File: config.mk
export PLATFORM = sky130hd
export DESIGN_NAME = atm_controller_p
export DESIGN_NICKNAME = d
export VERILOG_FILES = /design/src/rtl/atm_controller_p.sv
export SDC_FILE = /design/constraint.sdc
export NUM_CORES = 2
export LEC_CHECK = 0
export BUFFER_PORTS_ARGS = -buffer_cell sky130_fd_sc_hd__buf_4
export CAP_MARGIN = 20
export CORE_MARGIN = 3
export CORE_UTILIZATION = 50
export CTS_CLUSTER_SIZE = 25
export DETAILED_ROUTE_END_ITERATION = 16
export GPL_TIMING_DRIVEN = 0
export PLACE_DENSITY = 0.73
export SLEW_MARGIN = 0
export SYNTH_ARGS = -nofsm -noshare
export SYNTH_HDL_FRONTEND = slang
export SYNTH_SLANG_ARGS = --single-unit
File: constraint.sdc
create_clock -name clk -period 7.3 [get_ports clk]
set_input_delay 0.365 -clock clk [delete_from_list [all_inputs] [get_ports clk]]
set_output_delay 0.365 -clock clk [all_outputs]
set_load 0.05 [all_outputs]
File: src/rtl/atm_controller_p.sv
// ATM session controller: per-account balance/PIN/lock database with PIN
// authentication, lockout, bounded per-session withdrawals and idle timeout.
module atm_controller_p #(
    parameter int                NUM_ACCOUNTS   = 10,
    parameter int                ACC_W          = 4,
    parameter int                PIN_W          = 16,
    parameter int                AMT_W          = 32,
    parameter logic [AMT_W-1:0]  INIT_BALANCE   = AMT_W'(500),
    parameter logic [PIN_W-1:0]  DEFAULT_PIN    = PIN_W'(16'h1234),
    parameter int                MAX_TRIES      = 3,
    parameter int                TIMEOUT_CYCLES = 16,
    parameter logic [AMT_W-1:0]  WITHDRAW_LIMIT = AMT_W'(2000)
) (
    input  logic             clk,
    input  logic             rst,
    input  logic             card_valid,
    input  logic [ACC_W-1:0] acc_num,
    input  logic             pin_valid,
    input  logic [PIN_W-1:0] pin,
    input  logic             op_valid,
    input  logic [2:0]       operation,
    input  logic [AMT_W-1:0] amount,
    input  logic [PIN_W-1:0] new_pin,
    output logic [2:0]       state,
    output logic [AMT_W-1:0] balance,
    output logic             done,
    output logic [2:0]       status,
    output logic             locked
);

    localparam int TRY_W = $clog2(MAX_TRIES + 1);
    localparam int TMR_W = $clog2(TIMEOUT_CYCLES + 1);

    typedef enum logic [2:0] {
        S_IDLE       = 3'd0,
        S_AUTH       = 3'd1,
        S_MENU       = 3'd2,
        S_BALANCE    = 3'd3,
        S_WITHDRAW   = 3'd4,
        S_DEPOSIT    = 3'd5,
        S_CHANGE_PIN = 3'd6
    } state_e;

    typedef enum logic [2:0] {
        ST_OK           = 3'd0,
        ST_BAD_PIN      = 3'd1,
        ST_LOCKED       = 3'd2,
        ST_INSUFFICIENT = 3'd3,
        ST_LIMIT        = 3'd4,
        ST_BAD_ACCOUNT  = 3'd5,
        ST_TIMEOUT      = 3'd6,
        ST_OVERFLOW     = 3'd7
    } status_e;

    state_e            state_q, state_d;
    status_e           status_q, status_d;
    logic [ACC_W-1:0]  idx_q, idx_d;
    logic [TRY_W-1:0]  tries_q, tries_d;
    logic [TMR_W-1:0]  timer_q, timer_d;
    logic [AMT_W-1:0]  wd_q, wd_d;
    logic [AMT_W-1:0]  amt_q, amt_d;
    logic [PIN_W-1:0]  npin_q, npin_d;
    logic [PIN_W-1:0]  cpin_q, cpin_d;
    logic [AMT_W-1:0]  balance_q, balance_d;
    logic              done_q, done_d;
    logic              locked_q, locked_d;

    // Database write port, always addressed by the latched session index
    logic              bal_we;
    logic [AMT_W-1:0]  bal_wdata;
    logic              pin_we;
    logic              lock_set;

    logic [AMT_W-1:0]        bal_rd  [NUM_ACCOUNTS];
    logic [PIN_W-1:0]        pin_rd  [NUM_ACCOUNTS];
    logic [NUM_ACCOUNTS-1:0] lock_rd;

    for (genvar gi = 0; gi < NUM_ACCOUNTS; gi++) begin : g_acct
        logic [AMT_W-1:0] bal_q;
        logic [PIN_W-1:0] acct_pin_q;
        logic             lock_q;
        logic             sel;

        assign sel = (idx_q == ACC_W'(gi));

        always_ff @(posedge clk) begin
            if (rst) begin
                bal_q      <= INIT_BALANCE;
                acct_pin_q <= DEFAULT_PIN;
                lock_q     <= 1'b0;
            end else if (sel) begin
                if (bal_we)   bal_q      <= bal_wdata;
                if (pin_we)   acct_pin_q <= npin_q;
                if (lock_set) lock_q     <= 1'b1;
            end
        end

        assign bal_rd[gi]  = bal_q;
        assign pin_rd[gi]  = acct_pin_q;
        assign lock_rd[gi] = lock_q;
    end

    logic             acc_ok;
    logic [AMT_W-1:0] cur_bal;
    logic [PIN_W-1:0] cur_pin;
    logic [AMT_W:0]   wd_sum;
    logic [AMT_W:0]   dep_sum;
    logic [AMT_W-1:0] new_bal;
    logic             timeout_hit;

    assign acc_ok      = (32'(acc_num) < NUM_ACCOUNTS);
    assign cur_bal     = bal_rd[idx_q];
    assign cur_pin     = pin_rd[idx_q];
    assign wd_sum      = {1'b0, wd_q} + {1'b0, amt_q};
    assign dep_sum     = {1'b0, cur_bal} + {1'b0, amt_q};
    assign new_bal     = cur_bal - amt_q;
    assign timeout_hit = (timer_q == TMR_W'(TIMEOUT_CYCLES - 1));

    always_comb begin
        state_d   = state_q;
        status_d  = status_q;
        idx_d     = idx_q;
        tries_d   = tries_q;
        timer_d   = timer_q;
        wd_d      = wd_q;
        amt_d     = amt_q;
        npin_d    = npin_q;
        cpin_d    = cpin_q;
        balance_d = balance_q;
        done_d    = 1'b0;
        locked_d  = locked_q;
        bal_we    = 1'b0;
        bal_wdata = cur_bal;
        pin_we    = 1'b0;
        lock_set  = 1'b0;

        unique case (state_q)
            S_IDLE: begin
                balance_d = '0;
                timer_d   = '0;
                if (card_valid) begin
                    if (!acc_ok) begin
                        done_d   = 1'b1;
                        status_d = ST_BAD_ACCOUNT;
                    end else if (lock_rd[acc_num]) begin
                        done_d   = 1'b1;
                        status_d = ST_LOCKED;
                        locked_d = 1'b1;
                    end else begin
                        idx_d     = acc_num;
                        tries_d   = '0;
                        locked_d  = 1'b0;
                        balance_d = bal_rd[acc_num];
                        state_d   = S_AUTH;
                    end
                end
            end

            S_AUTH: begin
                if (pin_valid) begin
                    timer_d = '0;
                    done_d  = 1'b1;
                    if (pin == cur_pin) begin
                        state_d  = S_MENU;
                        wd_d     = '0;
                        tries_d  = '0;
                        status_d = ST_OK;
                    end else if (tries_q == TRY_W'(MAX_TRIES - 1)) begin
                        tries_d   = tries_q + 1'b1;
                        lock_set  = 1'b1;
                        locked_d  = 1'b1;
                        status_d  = ST_LOCKED;
                        state_d   = S_IDLE;
                        balance_d = '0;
                    end else begin
                        tries_d  = tries_q + 1'b1;
                        status_d = ST_BAD_PIN;
                    end
                end else if (timeout_hit) begin
                    timer_d   = '0;
                    done_d    = 1'b1;
                    status_d  = ST_TIMEOUT;
                    state_d   = S_IDLE;
                    balance_d = '0;
                end else begin
                    timer_d = timer_q + 1'b1;
                end
            end

            S_MENU: begin
                // Unknown operation codes are not accepted and let the timer run
                if (op_valid && operation >= 3'd1 && operation <= 3'd5) begin
                    timer_d = '0;
                    amt_d   = amount;
                    npin_d  = new_pin;
                    cpin_d  = pin;
                    unique case (operation)
                        3'd1:    state_d = S_BALANCE;
                        3'd2:    state_d = S_WITHDRAW;
                        3'd3:    state_d = S_DEPOSIT;
                        3'd4:    state_d = S_CHANGE_PIN;
                        default: begin
                            state_d   = S_IDLE;
                            done_d    = 1'b1;
                            status_d  = ST_OK;
                            balance_d = '0;
                        end
                    endcase
                end else if (timeout_hit) begin
                    timer_d   = '0;
                    done_d    = 1'b1;
                    status_d  = ST_TIMEOUT;
                    state_d   = S_IDLE;
                    balance_d = '0;
                end else begin
                    timer_d = timer_q + 1'b1;
                end
            end

            S_BALANCE: begin
                timer_d  = '0;
                done_d   = 1'b1;
                status_d = ST_OK;
                state_d  = S_MENU;
            end

            S_WITHDRAW: begin
                timer_d = '0;
                done_d  = 1'b1;
                state_d = S_MENU;
                // Insufficient funds outranks the session limit
                if (amt_q > cur_bal) begin
                    status_d = ST_INSUFFICIENT;
                end else if (wd_sum > {1'b0, WITHDRAW_LIMIT}) begin
                    status_d = ST_LIMIT;
                end else begin
                    status_d  = ST_OK;
                    bal_we    = 1'b1;
                    bal_wdata = new_bal;
                    balance_d = new_bal;
                    wd_d      = wd_sum[AMT_W-1:0];
                end
            end

            S_DEPOSIT: begin
                timer_d = '0;
                done_d  = 1'b1;
                state_d = S_MENU;
                if (dep_sum[AMT_W]) begin
                    status_d = ST_OVERFLOW;
                end else begin
                    status_d  = ST_OK;
                    bal_we    = 1'b1;
                    bal_wdata = dep_sum[AMT_W-1:0];
                    balance_d = dep_sum[AMT_W-1:0];
                end
            end

            S_CHANGE_PIN: begin
                timer_d = '0;
                done_d  = 1'b1;
                state_d = S_MENU;
                if (cpin_q != cur_pin) begin
                    status_d = ST_BAD_PIN;
                end else begin
                    status_d = ST_OK;
                    pin_we   = 1'b1;
                end
            end

            default: begin
                state_d   = S_IDLE;
                balance_d = '0;
                timer_d   = '0;
            end
        endcase
    end

    always_ff @(posedge clk) begin
        if (rst) begin
            state_q   <= S_IDLE;
            status_q  <= ST_OK;
            idx_q     <= '0;
            tries_q   <= '0;
            timer_q   <= '0;
            wd_q      <= '0;
            amt_q     <= '0;
            npin_q    <= '0;
            cpin_q    <= '0;
            balance_q <= '0;
            done_q    <= 1'b0;
            locked_q  <= 1'b0;
        end else begin
            state_q   <= state_d;
            status_q  <= status_d;
            idx_q     <= idx_d;
            tries_q   <= tries_d;
            timer_q   <= timer_d;
            wd_q      <= wd_d;
            amt_q     <= amt_d;
            npin_q    <= npin_d;
            cpin_q    <= cpin_d;
            balance_q <= balance_d;
            done_q    <= done_d;
            locked_q  <= locked_d;
        end
    end

    assign state   = state_q;
    assign balance = balance_q;
    assign done    = done_q;
    assign status  = status_q;
    assign locked  = locked_q;

endmodule

==> flow_metrics.tcl <==
set metrics [dict create \
    outcome "completed" \
    nets 4476 \
    critical-path-slowest-cell "dfxtp_2" \
    finalCritPeriodShare_pct 99.2 \
    top_layer_used "met5" \
    drt_iter0_markers 5461 \
    cts_tree "done" \
    grt_pass1_wl_mm 219 \
    layout-drive-gt1-share_pct 15.2 \
    worstPathMaxFanout 19 \
    hp-class "input port to flop" \
    portBuffers 111 \
    rows 98 \
    flow.area_growth_from_synthesis_pct 16.5 \
    syn_area_mm2 0.0366 \
    io_pins 116 \
    hold_viol 0 \
    htree_levels 3 \
    first_pass_iters 6 \
    clk_pin_slew_ns 0.07 \
    antenna_found_initial 2 \
    dp_hpwl_mm 112 \
    worst_setup_path_end_kind "flop" \
    cts_sinks 637 \
    cts_made_buffers 71 \
    gp_congestion 1.04 \
    peakVddDrop_mv 0.210 \
    cts_root_buf "clkbuf_16" \
    postSynth.asyncResetShare_pct 0 \
    die_area_mm2 0.0766 \
    drc 0 \
    max_stage_delay_ns 0.54 \
    crit_chain "buf_4 -> clkbuf_2 -> clkbuf_2 -> mux4_2 -> mux2i_1 -> o22ai_1 -> ha_1 -> clkbuf_1 -> a21o_1 -> a21o_1 -> a21oi_1 -> nor2b_1 -> a21o_1 -> o31ai_4 -> buf_4 -> buf_4 -> and2_1 -> buf_2 -> a21oi_4 -> buf_8 -> buf_6 -> buf_2 -> nor3_1 -> nor3_1" \
    synth_top_area_cell "dfxtp_1" \
    tightest_slew_ns 1.19 \
    fp.dieW_um 277 \
    critPathTopFamily "buffers and inverters" \
    synth-seq-area-share_pct 34.8 \
    drt_wl_total_mm 150 \
    setup-violations-final 0 \
    final_antenna_net_count 0 \
    critPathBufInv 10 \
    ys.flop_type "dfxtp_1" \
    cts_buffer_depth 3 \
    dr_wl_met3_mm 20.7 \
    grt_max_degree 20 \
    via_per_inst 6.79 \
    hold_slack_ns 0.0135 \
    grt_pass1_vias 34100 \
    period_minus_slack_ns 7.24 \
    power_density_mw_per_mm2 187 \
    syn_nets 4212 \
    synth.area.top_cells "dfxtp_1 35%, mux4_2 10%, mux2i_1 8.5%" \
    syn_avg_cell_area_um2 9.08 \
    dp.cells 5113 \
    cp.arrival_ns 7.80 \
    grt_overflow 0 \
    avgRoutedWirePerCell_um 28.2 \
    drv_slew 0 \
    cap_violations 0 \
    vias 36000 \
    wl_met1_mm 56.1 \
    synth_edf_count 0 \
    crit_type "flop to flop" \
    syn_inst 4035 \
    crit_required_ns 7.86 \
    power.leakage_nw 14.7 \
    yosysWarningCount 0 \
    grt_use_total_pct 37.4 \
    ys_types 94 \
    die_y_um 277 \
    cp-start-kind "flop" \
    start_util_pct 50.8 \
    relSlewSlack_pct 20.3 \
    skew_ns 0.0540 \
    clk_latency_ns 0.66 \
    ys_ff_latch 637 \
    instances_no_fill 5309 \
    fmax_mhz 138 \
    met2_length_mm 63.5 \
    synth_top_area_share_pct 34.8 \
    core_area_mm2 0.0721 \
]
worst min-delay path, cell delays in order:
cell and delay (ns):
buf_4 0.14, nand2_1 0.06, a21oi_1 0.05
worst paths after layout:
path | startpoint | end | slack [ns] | cells after the start
worst min-delay path | pin[3] | cpin_q[3] | 0.01 | 3
worst min register to register | timer_q[0] | timer_q[0] | 0.45 | 1
worst max register to register | idx_q[1] | g_acct[3].bal_q[21] | 0.06 | 24
worst max-delay path | idx_q[1] | g_acct[3].bal_q[21] | 0.06 | 24
state kept, by name, summed over array words and instances (netlist names):
name / flops
done: 1
g_acct.acct_pin_q: 160
state: 3
wd_q: 32
idx_q: 4
g_acct.lock_q: 10
cpin_q: 16
g_acct.bal_q: 320
status: 3
locked: 1
npin_q: 16
tries_q: 2
amt_q: 32
balance: 32
timer_q: 5
cell families (layout without fill, tap and decap cells):
group | after synthesis | after routing | share of synthesized area (%)
AOI/OAI and AO/OA | 1209 | 1209 | 21.9
xor gates and xnor gates | 129 | 129 | 3.08
adders and majority gates | 101 | 101 | 3.51
buffers and inverters | 432 | 754 | 4.93
DFF | 637 | 637 | 34.8
muxes | 490 | 490 | 19.0
other | 0 | 2 | 0
and+or+nand+nor | 1037 | 1037 | 12.8
cell usage in the layout (no fill, tap or decap), types with 17 or more instances in the layout:
cell,n
a211oi_1,224
dfxtp_1,635
inv_1,74
mux4_2,162
nand4_1,28
clkbuf_1,228
mux2i_1,306
o21a_1,18
a21oi_1,465
nand2_1,362
nor3_1,77
nand3_1,68
o2bb2ai_1,25
o211ai_1,20
a21o_1,26
nor2b_1,31
a22oi_1,43
buf_4,170
xor2_1,32
o22ai_1,69
buf_1,18
a22o_1,22
buf_2,39
nor4_1,20
xnor2_1,97
dlygate4sd3_1,46
clkbuf_16,71
and2_1,29
o21ai_0,102
ha_1,97
nor2_1,317
mux2_2,17
cell usage after synthesis (7+ instances only):
| cell | count |
|---|---|
| dfxtp_1 | 637 |
| a21oi_1 | 466 |
| nand2_1 | 362 |
| nor2_1 | 324 |
| mux2i_1 | 311 |
| clkbuf_1 | 237 |
| a211oi_1 | 225 |
| mux4_2 | 162 |
| o21ai_0 | 103 |
| ha_1 | 98 |
| xnor2_1 | 97 |
| nor3_1 | 88 |
| inv_1 | 74 |
| o22ai_1 | 73 |
| buf_2 | 68 |
| nand3_1 | 68 |
| a22oi_1 | 43 |
| xor2_1 | 32 |
| nor2b_1 | 31 |
| and2_1 | 29 |
| nand4_1 | 28 |
| buf_1 | 27 |
| a21o_1 | 26 |
| o2bb2ai_1 | 25 |
| a22o_1 | 22 |
| buf_4 | 22 |
| nor4_1 | 21 |
| o211ai_1 | 20 |
| o21a_1 | 18 |
| mux2_2 | 17 |
| o21bai_1 | 16 |
| a2111oi_0 | 15 |
| a221oi_1 | 15 |
| o31ai_1 | 15 |
| nand2b_1 | 14 |
| nand3b_1 | 13 |
| and3_1 | 11 |
| or3_1 | 11 |
| nor2_4 | 10 |
| o32a_1 | 10 |
| o21ai_1 | 9 |
| a31oi_1 | 8 |
| or2_2 | 8 |
| a221oi_4 | 7 |
| a31o_2 | 7 |
area by class of cell:
| class | count | area, um^2 |
|---|---|---|
| multi-input cells | 2966 | 22400 |
| fillers | 6288 | 29400 |
| diodes | 2 | 5.00 |
| clock buffers | 93 | 1960 |
| clock inverters | 38 | 617 |
| repair buffers | 199 | 1850 |
| plain buffers | 348 | 1660 |
| well taps | 950 | 1190 |
| inverters | 76 | 285 |
| flip-flops and latches | 637 | 12800 |
routing by layer:
metal / vias to the layer above / global-route usage, %
met5: - / 0
met4: 2 / 20.4
met3: 584 / 13.4
met2: 2618 / 55.7
met1: 17300 / 47.4
li1: 15500 / -
timing repair:
item,CTS,global route
pin swaps,12,2
setup endpoints to repair,387,375
endpoints found under the hold margin,46,0
hold buffers,46,0
buffers inserted,19,1
gates resized for setup,99,51
stage by stage:
step | worst slack, ns | area [um^2] | power, mW | util, % | TNS, ns
2_1_floorplan | 0.782 | 36600 | 3.84 | - | 0
3_3_place_gp | -3.22 | 38700 | 4.06 | 53.6 | -1093.77
3_5_place_dp | -3.13 | 38900 | 4.06 | 53.9 | -1099.95
4_1_cts | 0.0000675 | 42500 | 7.92 | 58.9 | 0
5_1_grt | -0.0485 | 42700 | 8.11 | 59.2 | -0.792
6_report | 0.0584 | 42700 | 7.96 | 59.2 | 0
report_power, final:
part	internal, mW	total [mW]	switching, mW	leakage, nW
clock network	2.26	3.92	1.65	1.25
logic	0.176	0.554	0.378	8.30
registers	3.48	3.49	0.0137	5.14
Note: power is estimated with default switching activity, not from simulation.
